File: config.mk
export PLATFORM = sky130hd
export DESIGN_NAME = snail_tx
export DESIGN_NICKNAME = d
export VERILOG_FILES = /design/src/rtl/snail_pkg.sv /design/src/rtl/snail_rise_cnt.sv /design/src/rtl/snail_tx.sv
export SDC_FILE = /design/constraint.sdc
export NUM_CORES = 1
export LEC_CHECK = 0
export ABC_AREA = 1
export BUFFER_PORTS_ARGS = -buffer_cell sky130_fd_sc_hd__buf_2
export CORE_UTILIZATION = 39
export CTS_CLUSTER_SIZE = 40
export DETAILED_ROUTE_END_ITERATION = 12
export SETUP_SLACK_MARGIN = 0.4
export SLEW_MARGIN = 30
export SYNTH_ARGS = -nofsm -noshare
export SYNTH_HDL_FRONTEND = slang
export SYNTH_SLANG_ARGS = --single-unit
File: constraint.sdc
create_clock -name clk -period 2.95 [get_ports clk]
set_input_delay 0.59 -clock clk [delete_from_list [all_inputs] [get_ports clk]]
set_output_delay 0.59 -clock clk [all_outputs]
set_load 0.02 [all_outputs]
File: src/rtl/snail_pkg.sv
// Shared types and defaults for the snail serial transmitter.
package snail_pkg;

  localparam int unsigned SNAIL_WIDTH = 8;

  typedef enum logic [1:0] {
    IDLE  = 2'd0,
    SHIFT = 2'd1,
    DONE  = 2'd2
  } tx_state_t;

endpackage

File: src/rtl/snail_rise_cnt.sv
// Saturating count of 0->1 transitions between the current and next serial bit.
module snail_rise_cnt #(
  parameter int unsigned CNT_W = 4
) (
  input  logic             clk,
  input  logic             _rst,
  input  logic             clr,
  input  logic             d_old,
  input  logic             d_new,
  output logic [CNT_W-1:0] count
);

  logic rise_c;

  assign rise_c = d_new & ~d_old;

  // A clear still counts a rise on the first bit of the new frame.
  always_ff @(posedge clk or negedge _rst) begin
    if (!_rst) begin
      count <= '0;
    end else if (clr) begin
      count <= CNT_W'(rise_c);
    end else if (rise_c && (count != '1)) begin
      count <= count + CNT_W'(1);
    end
  end

endmodule

File: src/rtl/snail_tx.sv
// Loads a parallel word and shifts it out MSB-first on D, counting emitted rising edges.
module snail_tx
  import snail_pkg::*;
#(
  parameter int unsigned WIDTH = SNAIL_WIDTH,
  parameter int unsigned CNT_W = $clog2(WIDTH + 1)
) (
  input  logic             clk,
  input  logic             _rst,
  input  logic             start,
  input  logic [WIDTH-1:0] data,
  input  logic [CNT_W-1:0] len,
  output logic             D,
  output logic             busy,
  output logic             done,
  output logic             err,
  output logic [CNT_W-1:0] rise_cnt
);

  tx_state_t        state, state_nxt;
  logic [WIDTH-1:0] sr, sr_nxt;
  logic [CNT_W-1:0] rem, rem_nxt;
  logic             d_nxt, busy_nxt, done_nxt, err_nxt;
  logic             clr_c, legal_c;
  logic [WIDTH-1:0] aligned_c;

  assign legal_c   = (len != '0) && (len <= CNT_W'(WIDTH));
  // Left-justify the active field so the frame MSB sits at the register top.
  assign aligned_c = data << (CNT_W'(WIDTH) - len);

  always_ff @(posedge clk or negedge _rst) begin
    if (!_rst) begin
      state <= IDLE;
      sr    <= '0;
      rem   <= '0;
      D     <= 1'b0;
      busy  <= 1'b0;
      done  <= 1'b0;
      err   <= 1'b0;
    end else begin
      state <= state_nxt;
      sr    <= sr_nxt;
      rem   <= rem_nxt;
      D     <= d_nxt;
      busy  <= busy_nxt;
      done  <= done_nxt;
      err   <= err_nxt;
    end
  end

  always_comb begin
    state_nxt = state;
    sr_nxt    = sr;
    rem_nxt   = rem;
    d_nxt     = D;
    done_nxt  = 1'b0;
    err_nxt   = 1'b0;
    clr_c     = 1'b0;
    case (state)
      IDLE: begin
        if (start) begin
          if (legal_c) begin
            state_nxt = SHIFT;
            d_nxt     = aligned_c[WIDTH-1];
            sr_nxt    = aligned_c << 1;
            rem_nxt   = len - CNT_W'(1);
            clr_c     = 1'b1;
          end else begin
            err_nxt = 1'b1;
          end
        end
      end
      // rem counts bits still to emit after the one already on D.
      SHIFT: begin
        if (rem == '0) begin
          state_nxt = DONE;
          done_nxt  = 1'b1;
        end else begin
          d_nxt   = sr[WIDTH-1];
          sr_nxt  = sr << 1;
          rem_nxt = rem - CNT_W'(1);
        end
      end
      DONE:    state_nxt = IDLE;
      default: state_nxt = IDLE;
    endcase
    busy_nxt = (state_nxt != IDLE);
  end

  snail_rise_cnt #(.CNT_W(CNT_W)) u_rise_cnt (
    .clk   (clk),
    ._rst  (_rst),
    .clr   (clr_c),
    .d_old (D),
    .d_new (d_nxt),
    .count (rise_cnt)
  );

endmodule

== Word-level counts from Yosys, hierarchy flattened ==
Index checks and enable logic that the tools add are counted.

* Register bits: 22
* Input bits: 15
* Output and inout bits: 8
* Word-level logic and storage cells: 56

* $add $sub $neg: 4
* Order comparisons: 1
* Equality and inequality tests: 5
* Shift-type cells: 1
* Multiplexer cells: 26
* Bitwise logic cells: 2
* Reduce and logical (&&, ||, !) cells: 9

{| class="wikitable"
|+ Operator list
! cell !! count
|-
| $mux W8 || 3
|-
| $mux W4 || 5
|-
| $pmux W8 S2 || 1
|-
| $mux W1 || 11
|-
| $pmux W4 S2 || 1
|-
| $shl A8 B4 Y8 || 1
|-
| $sub A4 B1 Y4 const B || 2
|-
| $mux W2 || 3
|-
| $ne A2 B2 Y1 const B || 3
|-
| $reduce_bool A2 Y1 || 3
|-
| $add A4 B1 Y4 const B || 1
|-
| $le A4 B4 Y1 const B || 1
|-
| $logic_not A4 Y1 || 1
|-
| $ne A4 B4 Y1 const B || 1
|-
| $pmux W2 S2 || 1
|-
| $reduce_and A4 Y1 || 1
|-
| $reduce_bool A4 Y1 || 1
|-
| $sub A4 B4 Y4 const A || 1
|-
| $eq A2 B1 Y1 const B || 1
|-
| $logic_and A1 B1 Y1 || 2
|-
| $logic_not A2 Y1 || 1
|-
| $pmux W1 S2 || 1
|-
| $and A1 B1 Y1 || 1
|-
| $not A1 Y1 || 1
|}

== Logic depth before layout (Yosys ltp) ==
Gate-level depths: netlist of run 1.

* Depth after elaboration: 9
* Gate-level depth with buffers: 17
* Depth with buffers taken out: 16

== Hierarchy ==
A second synthesis of run 1 with hierarchy kept.

* Cell total of the unflattened synthesis: 201
* Area, all modules: 1503.9 um^2

{| class="wikitable"
|+ By module, submodules not included
! module !! instances !! cells an instance !! area each (um^2)
|-
| snail_tx || 1 || 171 || 1271.2
|-
| snail_rise_cnt || 1 || 30 || 232.7
|}

== Least setup slack after synthesis of run 1 ==
Ideal clock, no wire load.

* Path type: input to register
* Start point: input len[0]
* End point: register u_rise_cnt.count[2]
* Arrival: 1.981 ns
* Path slack: 0.852 ns
* Stages on the path: 15
* Path buffers: 1
* Cell sequence: buf_4 > inv_4 > ha_1 > inv_2 > nand3_1 > nand3_1 > nand2_1 > nand2_1 > nand2_1 > nand2_1 > nand2_2 > nand3_2 > nand2_1 > nand2_1 > nand2_1

* Cells in the longest elaborated chain, start to end: 8
* Elaborated cells on any way between the ends: 15
* Those cells by class: add/sub: 1; order compare: 1; shift: 1; mux: 7; bitwise: 1; reduce/logical: 4

{| class="wikitable"
|+ Ends and longest elaborated chain
! item !! line !! text
|-
| start: declaration || snail_tx.sv:12 || <nowiki>input logic [CNT_W-1:0] len,</nowiki>
|-
| $sub A4 B4 Y4, or another cell as far along || snail_tx.sv:29 || <nowiki>assign aligned_c = data << (CNT_W'(WIDTH) - len);</nowiki>
|-
| $shl A8 B4 Y8 / $logic_and A1 B1 Y1 (equally long branches) || snail_tx.sv:29, snail_tx.sv:27 ||
|-
| $mux W1 * || snail_tx.sv:62 || <nowiki>if (legal_c) begin</nowiki>
|-
| $mux W1 * || snail_tx.sv:61 || <nowiki>if (start) begin</nowiki>
|-
| $pmux W1 S2 * || snail_tx.sv:59 || <nowiki>case (state)</nowiki>
|-
| named net d_nxt || snail_tx.sv:23 || <nowiki>logic d_nxt, busy_nxt, done_nxt, err_nxt;</nowiki>
|-
| $and A1 B1 Y1 * || snail_rise_cnt.sv:15 || <nowiki>assign rise_c = d_new & ~d_old;</nowiki>
|-
| $logic_and A1 B1 Y1 * || snail_rise_cnt.sv:23 || <nowiki>end else if (rise_c && (count != '1)) begin</nowiki>
|-
| $reduce_bool A2 Y1 (no line) * || -- ||
|-
| end signal: assignment || snail_rise_cnt.sv:22 || <nowiki>count <= CNT_W'(rise_c);</nowiki>
|-
| end signal: assignment || snail_rise_cnt.sv:24 || <nowiki>count <= count + CNT_W'(1);</nowiki>
|-
| end: declaration || snail_rise_cnt.sv:10 || <nowiki>output logic [CNT_W-1:0] count</nowiki>
|}

The timed path passes the listed nets; every way through them passes the cells marked *.
A chain may end at the register's enable or synchronous reset.

== Worst setup path in the final report of run 1 ==
* Start point: input len[0]
* End point: register u_rise_cnt.count[0]

* Cells in the longest elaborated chain, start to end: 8
* Elaborated cells on any way between the ends: 15
* Those cells by class: add/sub: 1; order compare: 1; shift: 1; mux: 7; bitwise: 1; reduce/logical: 4

{| class="wikitable"
|+ Ends and longest elaborated chain
! item !! line
|-
| $sub A4 B4 Y4, or another cell as far along || snail_tx.sv:29
|-
| $shl A8 B4 Y8 / $logic_and A1 B1 Y1 (equally long branches) || snail_tx.sv:29, snail_tx.sv:27
|-
| $mux W1 * || snail_tx.sv:62
|-
| $mux W1 * || snail_tx.sv:61
|-
| $pmux W1 S2 * || snail_tx.sv:59
|-
| named net d_nxt || snail_tx.sv:23
|-
| $and A1 B1 Y1 * || snail_rise_cnt.sv:15
|-
| $logic_and A1 B1 Y1 || snail_rise_cnt.sv:23
|-
| $reduce_bool A2 Y1 (no line) || --
|}

Marks and branches as above.

==> impl_metrics.env, run 1 <==
export IMPL_status="complete, no violations"
export IMPL_dr_total_vias=1244
export IMPL_dieArea_sq_um=3717
export IMPL_hold_class="in2async"
export IMPL_start_kind="input pin"
export IMPL_drtIter0Drc=103
export IMPL_gp_routability_congestion=0.9827
export IMPL_diodes=0
export IMPL_holdBufCountCts=0
export IMPL_wirelength_um=2772
export IMPL_fillCellCount=336
export IMPL_critPathLaunch="len[0]"
export IMPL_dp_cells=247
export IMPL_wl_per_cell_um=11.04
export IMPL_final_antenna_net_count=0
export IMPL_gr_total_overflow=0
export IMPL_grt_pass1_vias=1100
export IMPL_dp_hpwl_um=2147
export IMPL_end_kind="flip-flop"
export IMPL_stdcell_count=251
export IMPL_clk_pin_slew_worst_paths_ps=120
export IMPL_clock_skew_ps=7.689
export IMPL_setup_viol_count_final=0
export IMPL_tritoncts="built"
export IMPL_postSynthAreaPerCell_sq_um=7.452
export IMPL_hold_viol=0
export IMPL_io_pins=23
export IMPL_fmax_ghz=0.4885
export IMPL_finalCritPeriodShare=0.6939
export IMPL_cts_root_buffer="clkbuf_4"
export IMPL_leakagePower_nw=0.7804
export IMPL_cp_required_ps=3150
export IMPL_synth_seq_area_share=0.3875
export IMPL_clock_sinks=21
export IMPL_clk_path_buf_depth=2
export IMPL_syn_inst=182
export IMPL_fin_nets=224
export IMPL_io_buffer_count=22
export IMPL_fp_dieH_um=60.97
export IMPL_area_delta_synth_final_pct=12.55
export IMPL_power_density_nw_per_um2=956.5
export IMPL_cp_arrival_ps=2240
export IMPL_cts_htree_levels=1
export IMPL_vdd_drop_max_mv=0.3258
export IMPL_core_area_sq_um=3337
export IMPL_rrSetupSlack_ps=1010
export IMPL_tns_ps=0
export IMPL_cts_setup_buffers=0
export IMPL_max_cap_violations=0
export IMPL_drive_above_1_share=0.2195
export IMPL_min_period_ps=2047
export IMPL_yosysWarningCount=0
export IMPL_whs_ps=224.4
export IMPL_ctsResizeCount=0
export IMPL_rows=21
export IMPL_grt_pass1_wl_um=4795
export IMPL_antenna_found_initial=0
export IMPL_ys_ff_latch=21
export IMPL_r2r_start="state[1]"
export IMPL_dr_pass1_iters=4
export IMPL_syn_area_sq_um=1356
export IMPL_p_total_mw=1.460
export IMPL_clk_latency_ps=300
export IMPL_yosysUniqueCellTypes=31
export IMPL_worst_pin_slew_ps=627.4
export IMPL_viasPerCell=4.956
export IMPL_crit_fanout=10
export IMPL_critical_path_class="in2reg"
export IMPL_start_util=0.4064
export IMPL_dieWidth_um=60.97
export IMPL_grt_max_degree=22
export IMPL_drcViolationCount=0
export IMPL_maxSlewViolCount=0
export IMPL_grt_setup_unrepaired="no"
export IMPL_syn_nets=200
export IMPL_track_usage=0.1720
export IMPL_cts_inserted_buffers=3
export IMPL_slew_headroom=0.5813
==> final timing paths <==
check / cells past startpoint / endpoint
setup / recovery: 15 / u_rise_cnt.count[0]
hold / removal: 1 / busy
setup reg to reg: 9 / u_rise_cnt.count[0]
hold reg to reg: 2 / sr[1]
max in group asynchronous: 1 / sr[1]
min in group clk: 2 / sr[1]
==> placed cells by master (no fill, tap or decap), types with 2 or more instances in the layout <==
cell type / count
a21oi_1: 12
buf_2: 22
clkbuf_4: 3
dfrtp_1: 21
ha_1: 3
inv_1: 15
inv_2: 3
inv_4: 3
nand2_1: 48
nand2_2: 3
nand3_1: 24
nor2_1: 15
nor2_2: 2
o21ai_0: 9
o21ai_1: 3
or2_2: 2
xnor2_1: 3
==> cell families (layout without fill, tap and decap cells) <==
kind of cell	after synthesis	in the layout	share of synthesized area
AO/OA/AOI/OAI	29	29	0.1236
XOR/XNOR	5	5	0.03783
adder cells (fa/ha/maj)	3	3	0.02768
buffers and inverters	24	47	0.08118
flip-flops	21	21	0.3875
multiplexers	1	1	0.007380
AND/OR/NAND/NOR	99	99	0.3349
==> worst max-delay path, stage by stage <==
cell     delay (ps)
buf_2           180
inv_4            80
ha_1            400
inv_2           170
nand3_1         110
nand3_1          90
nand2_1          50
nand2_1          50
nand2_1          40
nand2_1          60
nand2_2          70
nand3_2         100
nand2_1         110
nand2_1          80
nand2_1          50
==> sequential cells by signal, indices dropped and copies added, names as in the netlist <==
register,cells
D,1
sr,7
u_rise_cnt.count,4
state,2
rem,4
done,1
err,1
busy,1
==> synthesized netlist by cell type (all sizes together) <==
| cell | instances | area share |
|---|---|---|
| a31oi | 1 | 0.0046 |
| nand2 | 52 | 0.16 |
| a22oi | 2 | 0.015 |
| a21oi | 13 | 0.051 |
| o31ai | 1 | 0.0092 |
| nand3 | 25 | 0.096 |
| dfrtp | 21 | 0.39 |
| nand4 | 1 | 0.0046 |
| mux2i | 1 | 0.0074 |
| inv | 21 | 0.064 |
| o21ai | 12 | 0.044 |
| xor2 | 2 | 0.018 |
| buf | 3 | 0.018 |
| or2 | 3 | 0.014 |
| nor2 | 18 | 0.059 |
| ha | 3 | 0.028 |
| xnor2 | 3 | 0.019 |
==> cell type report <==
cell class	count	area (sq um)	share of cell area
multi-input cells	137	720.7	0.4721
flip-flops and latches	21	525.5	0.3443
repair buffers	22	110.1	0.07213
inverters	21	86.33	0.05656
well taps	46	57.56	0.03771
clock buffers	4	26.28	0.01721
==> layer usage <==
layer | share of wire | global-route usage | vias up
li1 | - | - | 638
met1 | 0.46 | 0.2324 | 564
met2 | 0.48 | 0.2841 | 40
met3 | 0.047 | 0.02772 | 2
met4 | 0.0090 | 0.04870 | 0
met5 | 0 | 0 | -
==> report_power, final <==
part	leakage, nW	internal [mW]	switching (mW)
clock network	0.0150	0.0526	0.0881
logic	0.502	0.294	0.540
registers	0.264	0.417	0.0686
total	0.780	0.763	0.697
==> through the flow <==
step	setup WS [ps]	util	cell area (sq um)
floorplan	851.7	-	1356
global placement	675.7	0.4496	1500
detailed placement	594.3	0.4496	1500
CTS	927.7	0.4574	1526
global route	733.3	0.4574	1526
finish	903.0	0.4574	1526
Power figures use the tool's default switching activity.
==> run 2, diff against run 1 <==
Clock period 2.95 ns to 1.78 ns, I/O delays scaled along.
==> run 2 against run 1 <==
  * Sequential share of layout area decreased by 6.3 points
  * Worst setup slack worse by 560 ps
  * Clock power is 66% higher
  * Clock-buffer cell count unchanged
  * Cell area grew 23%
  * First-iteration DRC count shrank 26%
  * Global-route usage rose by 1.7 points
==> impl_metrics.env, run 2 (synthesis gave the netlist of run 1 again) <==
export IMPL_r2r_end="u_rise_cnt.count[0]"
export IMPL_drcViolationCount=0
export IMPL_maxSlewViolCount=0
export IMPL_start_kind="flip-flop"
export IMPL_worst_pin_slew_ps=477.8
export IMPL_setup_viol_count_final=0
export IMPL_vdd_drop_max_mv=0.4748
export IMPL_critPathMostFrequentCell="nor2_1"
export IMPL_dieArea_sq_um=3717
export IMPL_critPathCapture="u_rise_cnt.count[0]"
export IMPL_fin_nets=251
export IMPL_max_flop_register="sr"
export IMPL_area_delta_synth_final_pct=37.91
export IMPL_most_common_layout_cells="nand2_1 (43), buf_4 (24), nand3_1 (23), dfrtp_1 (21), buf_2 (21)"
export IMPL_critPathLaunch="rem[1]"
export IMPL_clk_pin_slew_worst_paths_ps=120
export IMPL_gr_total_overflow=0
export IMPL_crit_fanout=5
export IMPL_antenna_found_initial=0
export IMPL_grt_pass1_wl_um=5278
export IMPL_cp_num_buf_inv=1
export IMPL_cts_inserted_buffers=3
export IMPL_critical_path_class="reg2reg"
export IMPL_placed_area_sq_um=1630
export IMPL_power_density_nw_per_um2=1610
export IMPL_diodes=0
export IMPL_dr_pass1_iters=4
export IMPL_slew_headroom=0.6814
export IMPL_stdcell_count=278
export IMPL_dp_cells=261
export IMPL_cp_arrival_ps=1680
export IMPL_grt_pass1_vias=1265
export IMPL_leakagePower_nw=0.9303
export IMPL_gp_routability_congestion=0.8485
export IMPL_wl_per_cell_um=10.94
export IMPL_hold_class="in2reg"
export IMPL_cp_slowest_cell="dfrtp_1"
export IMPL_drtIter0Drc=76
export IMPL_fp_dieH_um=60.97
export IMPL_dr_total_vias=1343
export IMPL_core_area_sq_um=3337
export IMPL_cts_htree_levels=1
export IMPL_tritoncts="built"
export IMPL_finalInstanceArea_sq_um=1871
export IMPL_viasPerCell=4.831
export IMPL_dieWidth_um=60.97
export IMPL_clock_skew_ps=6.388
export IMPL_rrSetupSlack_ps=340
export IMPL_cp_depth=11
export IMPL_io_buffer_count=22
export IMPL_final_antenna_net_count=0
export IMPL_grt_setup_unrepaired="yes"
export IMPL_reg2reg_depth=11
export IMPL_crit_family="simple AND/OR/NAND/NOR gates"
export IMPL_path_cells="inv_2 -> nand4_1 -> nor2_1 -> nor2_1 -> nor2_1 -> nor2_1 -> nand2_2 -> nand3_4 -> nand2_4 -> nand2_1 -> nand2_1"
export IMPL_r2r_start="rem[1]"
export IMPL_track_usage=0.1885
export IMPL_p_total_mw=3.012
export IMPL_clock_sinks=21
export IMPL_fmax_ghz=0.6963
export IMPL_hold_path_depth=3
export IMPL_layout_setup_ws_ps=343.9
export IMPL_layout_cells_most_common="nand2_1"
export IMPL_wirelength_um=3041
export IMPL_end_kind="flip-flop"
export IMPL_whs_ps=271.5
export IMPL_clk_latency_ps=300
export IMPL_rows=21
export IMPL_cts_root_buffer="clkbuf_4"
export IMPL_hold_viol=0
export IMPL_dp_hpwl_um=2231
export IMPL_max_cap_violations=0
export IMPL_largest_reg_flops=7
export IMPL_reg_largest_list="sr (7), rem (4), u_rise_cnt.count (4)"
export IMPL_clk_path_buf_depth=2
export IMPL_drive_above_1_share=0.4052
export IMPL_cp_required_ps=2030
export IMPL_crit_path_max_incr_delay_ps=410
export IMPL_post_place_ws_ps=-65.86
export IMPL_status="complete, no violations"
export IMPL_start_util=0.4064
export IMPL_finalCritPeriodShare=0.8068
export IMPL_grt_max_degree=22
export IMPL_min_period_ps=1436
export IMPL_io_pins=23
run 2: repair_timing:
item                                    in CTS  in global routing
endpoints found under the setup margin      15                 15
endpoints found under the hold margin       11                  0
pin swaps                                   10                 11
setup buffers                                7                  5
resized for setup                           21                 15
hold buffers                                 1                  0
run 2: worst min-delay path: stages:
cell,delay (ps)
buf_2,110
nand2_1,50
nor2_1,40
run 2: worst min-delay path by stage:
| stage | from | to |
|---|---|---|
| floorplan | _rst | D |
| global placement | _rst | rem[0] |
| detailed placement | _rst | rem[2] |
| CTS | start | err |
| global route | start | err |
| finish | start | err |
run 2: area by class of cell:
type	count	area (sq um)
Fill cell	321	1466
Multi-Input combinational cell	137	833.3
Sequential cell	21	525.5
Timing Repair Buffer	49	329.1
Inverter	21	98.84
Tap cell	46	57.56
Clock buffer	4	26.28
run 2: where the power goes:
group          internal (mW)  switching, mW
logic                  0.861           1.09
clock network         0.0873          0.147
registers              0.691          0.136
total                   1.64           1.37
run 2: per-stage QoR:
| stage | utilization | setup TNS [ps] |
|---|---|---|
| final | 0.5606 | 0 |
| after global routing | 0.5606 | 0 |
| after CTS | 0.5339 | 0 |
| after detailed placement | 0.4886 | -265.1 |
| after global placement | 0.4886 | -317.3 |
| after floorplan | - | 0 |
run 2: layer usage:
layer,track usage,wire (um),vias up
li1,-,-,695
met1,0.2222,1377,612
met2,0.3422,1548,34
met3,0.03198,92,2
met4,0.06818,21,0
met5,0,0,-
==> run 3, diff against run 2 <==
Settings changed: ABC_AREA 1 to 0.
Clock period 1.78 ns to 1.4 ns, I/O delays scaled along.
==> run 3 against run 2 <==
  * Combinational power up 59%
  * Non-clock buffer count up 42
  * Maximum frequency down 18%
  * Cell count up 2.9%
  * The run now ends with negative setup slack left
  * Utilization up 17 points
==> impl_metrics.env, run 3 <==
export IMPL_slew_headroom=0.6726
export IMPL_max_cap_violations=0
export IMPL_path_cells="or4_4 -> and3_4 -> a31oi_2 -> nand2_1 -> a311o_1"
export IMPL_drive_above_1_share=0.6167
export IMPL_io_pins=23
export IMPL_diodes=0
export IMPL_grt_pass1_vias=1506
export IMPL_reg_largest_list="sr (7), rem (4), u_rise_cnt.count (4)"
export IMPL_gp_routability_congestion=0.8189
export IMPL_start_util=0.4168
export IMPL_io_buffer_count=22
export IMPL_synthFlopType="dfrtp_1"
export IMPL_clk_path_buf_depth=2
export IMPL_crit_family="simple AND/OR/NAND/NOR gates"
export IMPL_tritoncts="built"
export IMPL_cp_num_buf_inv=0
export IMPL_synth_seq_area_share=0.3691
export IMPL_p_total_mw=4.441
export IMPL_cp_arrival_ps=1950
export IMPL_cts_htree_levels=1
export IMPL_cts_inserted_buffers=3
export IMPL_reg2reg_depth=5
export IMPL_crit_fanout=3
export IMPL_maxSlewViolCount=0
export IMPL_power_density_nw_per_um2=1783
export IMPL_synth_most_common_cell="dfrtp_1"
export IMPL_clock_skew_ps=14.78
export IMPL_core_area_sq_um=3416
export IMPL_yosysUniqueCellTypes=42
export IMPL_clk_pin_slew_worst_paths_ps=130
export IMPL_dr_pass1_iters=4
export IMPL_fp_dieH_um=62.42
export IMPL_status="finished with violations"
export IMPL_setup_viol_count_final=17
export IMPL_largest_reg_flops=7
export IMPL_whs_ps=303.4
export IMPL_max_flop_register="sr"
export IMPL_end_kind="flip-flop"
export IMPL_grt_setup_unrepaired="yes"
export IMPL_min_period_ps=1761
export IMPL_dp_hpwl_um=2842
export IMPL_gr_total_overflow=0
export IMPL_finalCritPeriodShare=1.258
export IMPL_ys_ff_latch=21
export IMPL_hold_class="in2reg"
export IMPL_cts_root_buffer="clkbuf_4"
export IMPL_clock_sinks=21
export IMPL_syn_nets=171
export IMPL_area_delta_synth_final_pct=74.87
export IMPL_cp_slowest_cell="or4_4"
export IMPL_violations="negative setup slack"
export IMPL_drcViolationCount=0
export IMPL_crit_path_max_incr_delay_ps=510
export IMPL_synth_edf_count=0
export IMPL_critical_path_class="reg2reg"
export IMPL_leakagePower_nw=1.132
export IMPL_syn_inst=153
export IMPL_final_util=0.7289
export IMPL_fin_nets=259
export IMPL_drtIter0Drc=120
export IMPL_viasPerCell=5.395
export IMPL_async_flop_share=1.000
export IMPL_hold_viol=0
export IMPL_rows=21
export IMPL_cp_required_ps=1590
export IMPL_syn_area_sq_um=1424
export IMPL_final_antenna_net_count=0
export IMPL_yosysWarningCount=0
export IMPL_vdd_drop_max_mv=0.9311
export IMPL_netlist_top_cells_count="dfrtp_1 (21), nor2_1 (17), mux2i_1 (11), nand2_1 (10), o21ai_0 (9)"
export IMPL_grt_max_degree=22
export IMPL_wl_per_cell_um=15.33
export IMPL_most_common_layout_cells="buf_4 (49), buf_6 (28), dfrtp_1 (17), nor2_1 (12), buf_2 (12)"
export IMPL_layout_setup_ws_ps=-360.7
export IMPL_worst_pin_slew_ps=491.1
export IMPL_grt_pass1_wl_um=6824
export IMPL_clk_latency_ps=310
export IMPL_placed_area_sq_um=2014
export IMPL_synth_area_leaders="dfrtp_1 (37%), mux2i_1 (7.7%), mux2_2 (4.7%)"
export IMPL_dieArea_sq_um=3896
export IMPL_postSynthAreaPerCell_sq_um=9.306
export IMPL_track_usage=0.2203
export IMPL_finalInstanceArea_sq_um=2490
export IMPL_dr_total_vias=1543
export IMPL_post_place_ws_ps=-523.3
export IMPL_yosys_area_top_type_share=0.3691
export IMPL_wirelength_um=4384
export IMPL_dieWidth_um=62.42
export IMPL_cp_depth=5
export IMPL_antenna_found_initial=0
export IMPL_fmax_ghz=0.5679
export IMPL_start_kind="flip-flop"
export IMPL_layout_cells_most_common="buf_4"
export IMPL_yosysTopAreaCell="dfrtp_1"
export IMPL_hold_path_depth=2
## run 3: cell types whose count changed in the layout (fill, tap and decap cells not counted), sizes merged, moves of 6 or more
cell,delta
inv,-14
buf,+42
mux2i,+10
mux2,+6
nand3,-20
a21oi,-9
nor3,+7
nand2,-42
## run 3: path summary, 6_finish.rpt
check / startpoint / end / slack (ps)
min: start / err / 300
max reg2reg: rem[1] / D / -360
min reg2reg: sr[4] / sr[4] / 510
min in group asynchronous: _rst / busy / 440
max in group asynchronous: _rst / u_rise_cnt.count[0] / 580
max: rem[1] / D / -360
## run 3: area by class of cell
| type | instances | area, sq um |
|---|---|---|
| Sequential cell | 21 | 530.5 |
| Timing Repair Buffer | 91 | 768.2 |
| Multi-Input combinational cell | 117 | 1071 |
| Tap cell | 46 | 57.56 |
| Clock buffer | 4 | 26.28 |
| Fill cell | 249 | 925.9 |
| Inverter | 7 | 36.28 |
## run 3: report_power, final
group	internal, mW	switching [mW]	leakage (nW)	total (mW)
combinational	1.68	1.44	0.857	3.11
sequential	0.837	0.187	0.261	1.02
clock	0.111	0.192	0.0150	0.303
total	2.62	1.82	1.13	4.44
## run 3: worst reg2reg max path, stage by stage (launching register included)
cell	delay, ps
dfrtp_1	440
or4_4	510
and3_4	170
a31oi_2	120
nand2_1	110
a311o_1	280
## run 3: per-stage QoR
step	TNS, ps	instances
after floorplan	-3410	153
final	-4714	286
after global placement	-5676	264
after detailed placement	-6457	264
after global routing	-5729	286
after CTS	-3340	282
## run 3: timing repair
item,in CTS,in global routing
setup endpoints to repair,29,29
gates resized for setup,51,33
setup buffers,12,4
hold endpoints to repair,21,0
hold buffers,1,0
pin swaps,8,19
gates cloned,1,0
## run 3: routing by layer
metal,track usage,vias to the layer above,routed length (um)
li1,-,740,-
met1,0.2839,751,1963
met2,0.3886,50,2244
met3,0.02007,2,148
met4,0.06686,0,27
met5,0,-,0
## run 3: cells by family after synthesis
| kind of cell | Yosys count | synth area share |
|---|---|---|
| mux | 19 | 0.1564 |
| compound gates | 34 | 0.1696 |
| fa+ha+maj | 3 | 0.02636 |
| simple gates | 58 | 0.2118 |
| xor+xnor | 3 | 0.01846 |
| buf+inv | 15 | 0.04833 |
| flops | 21 | 0.3691 |
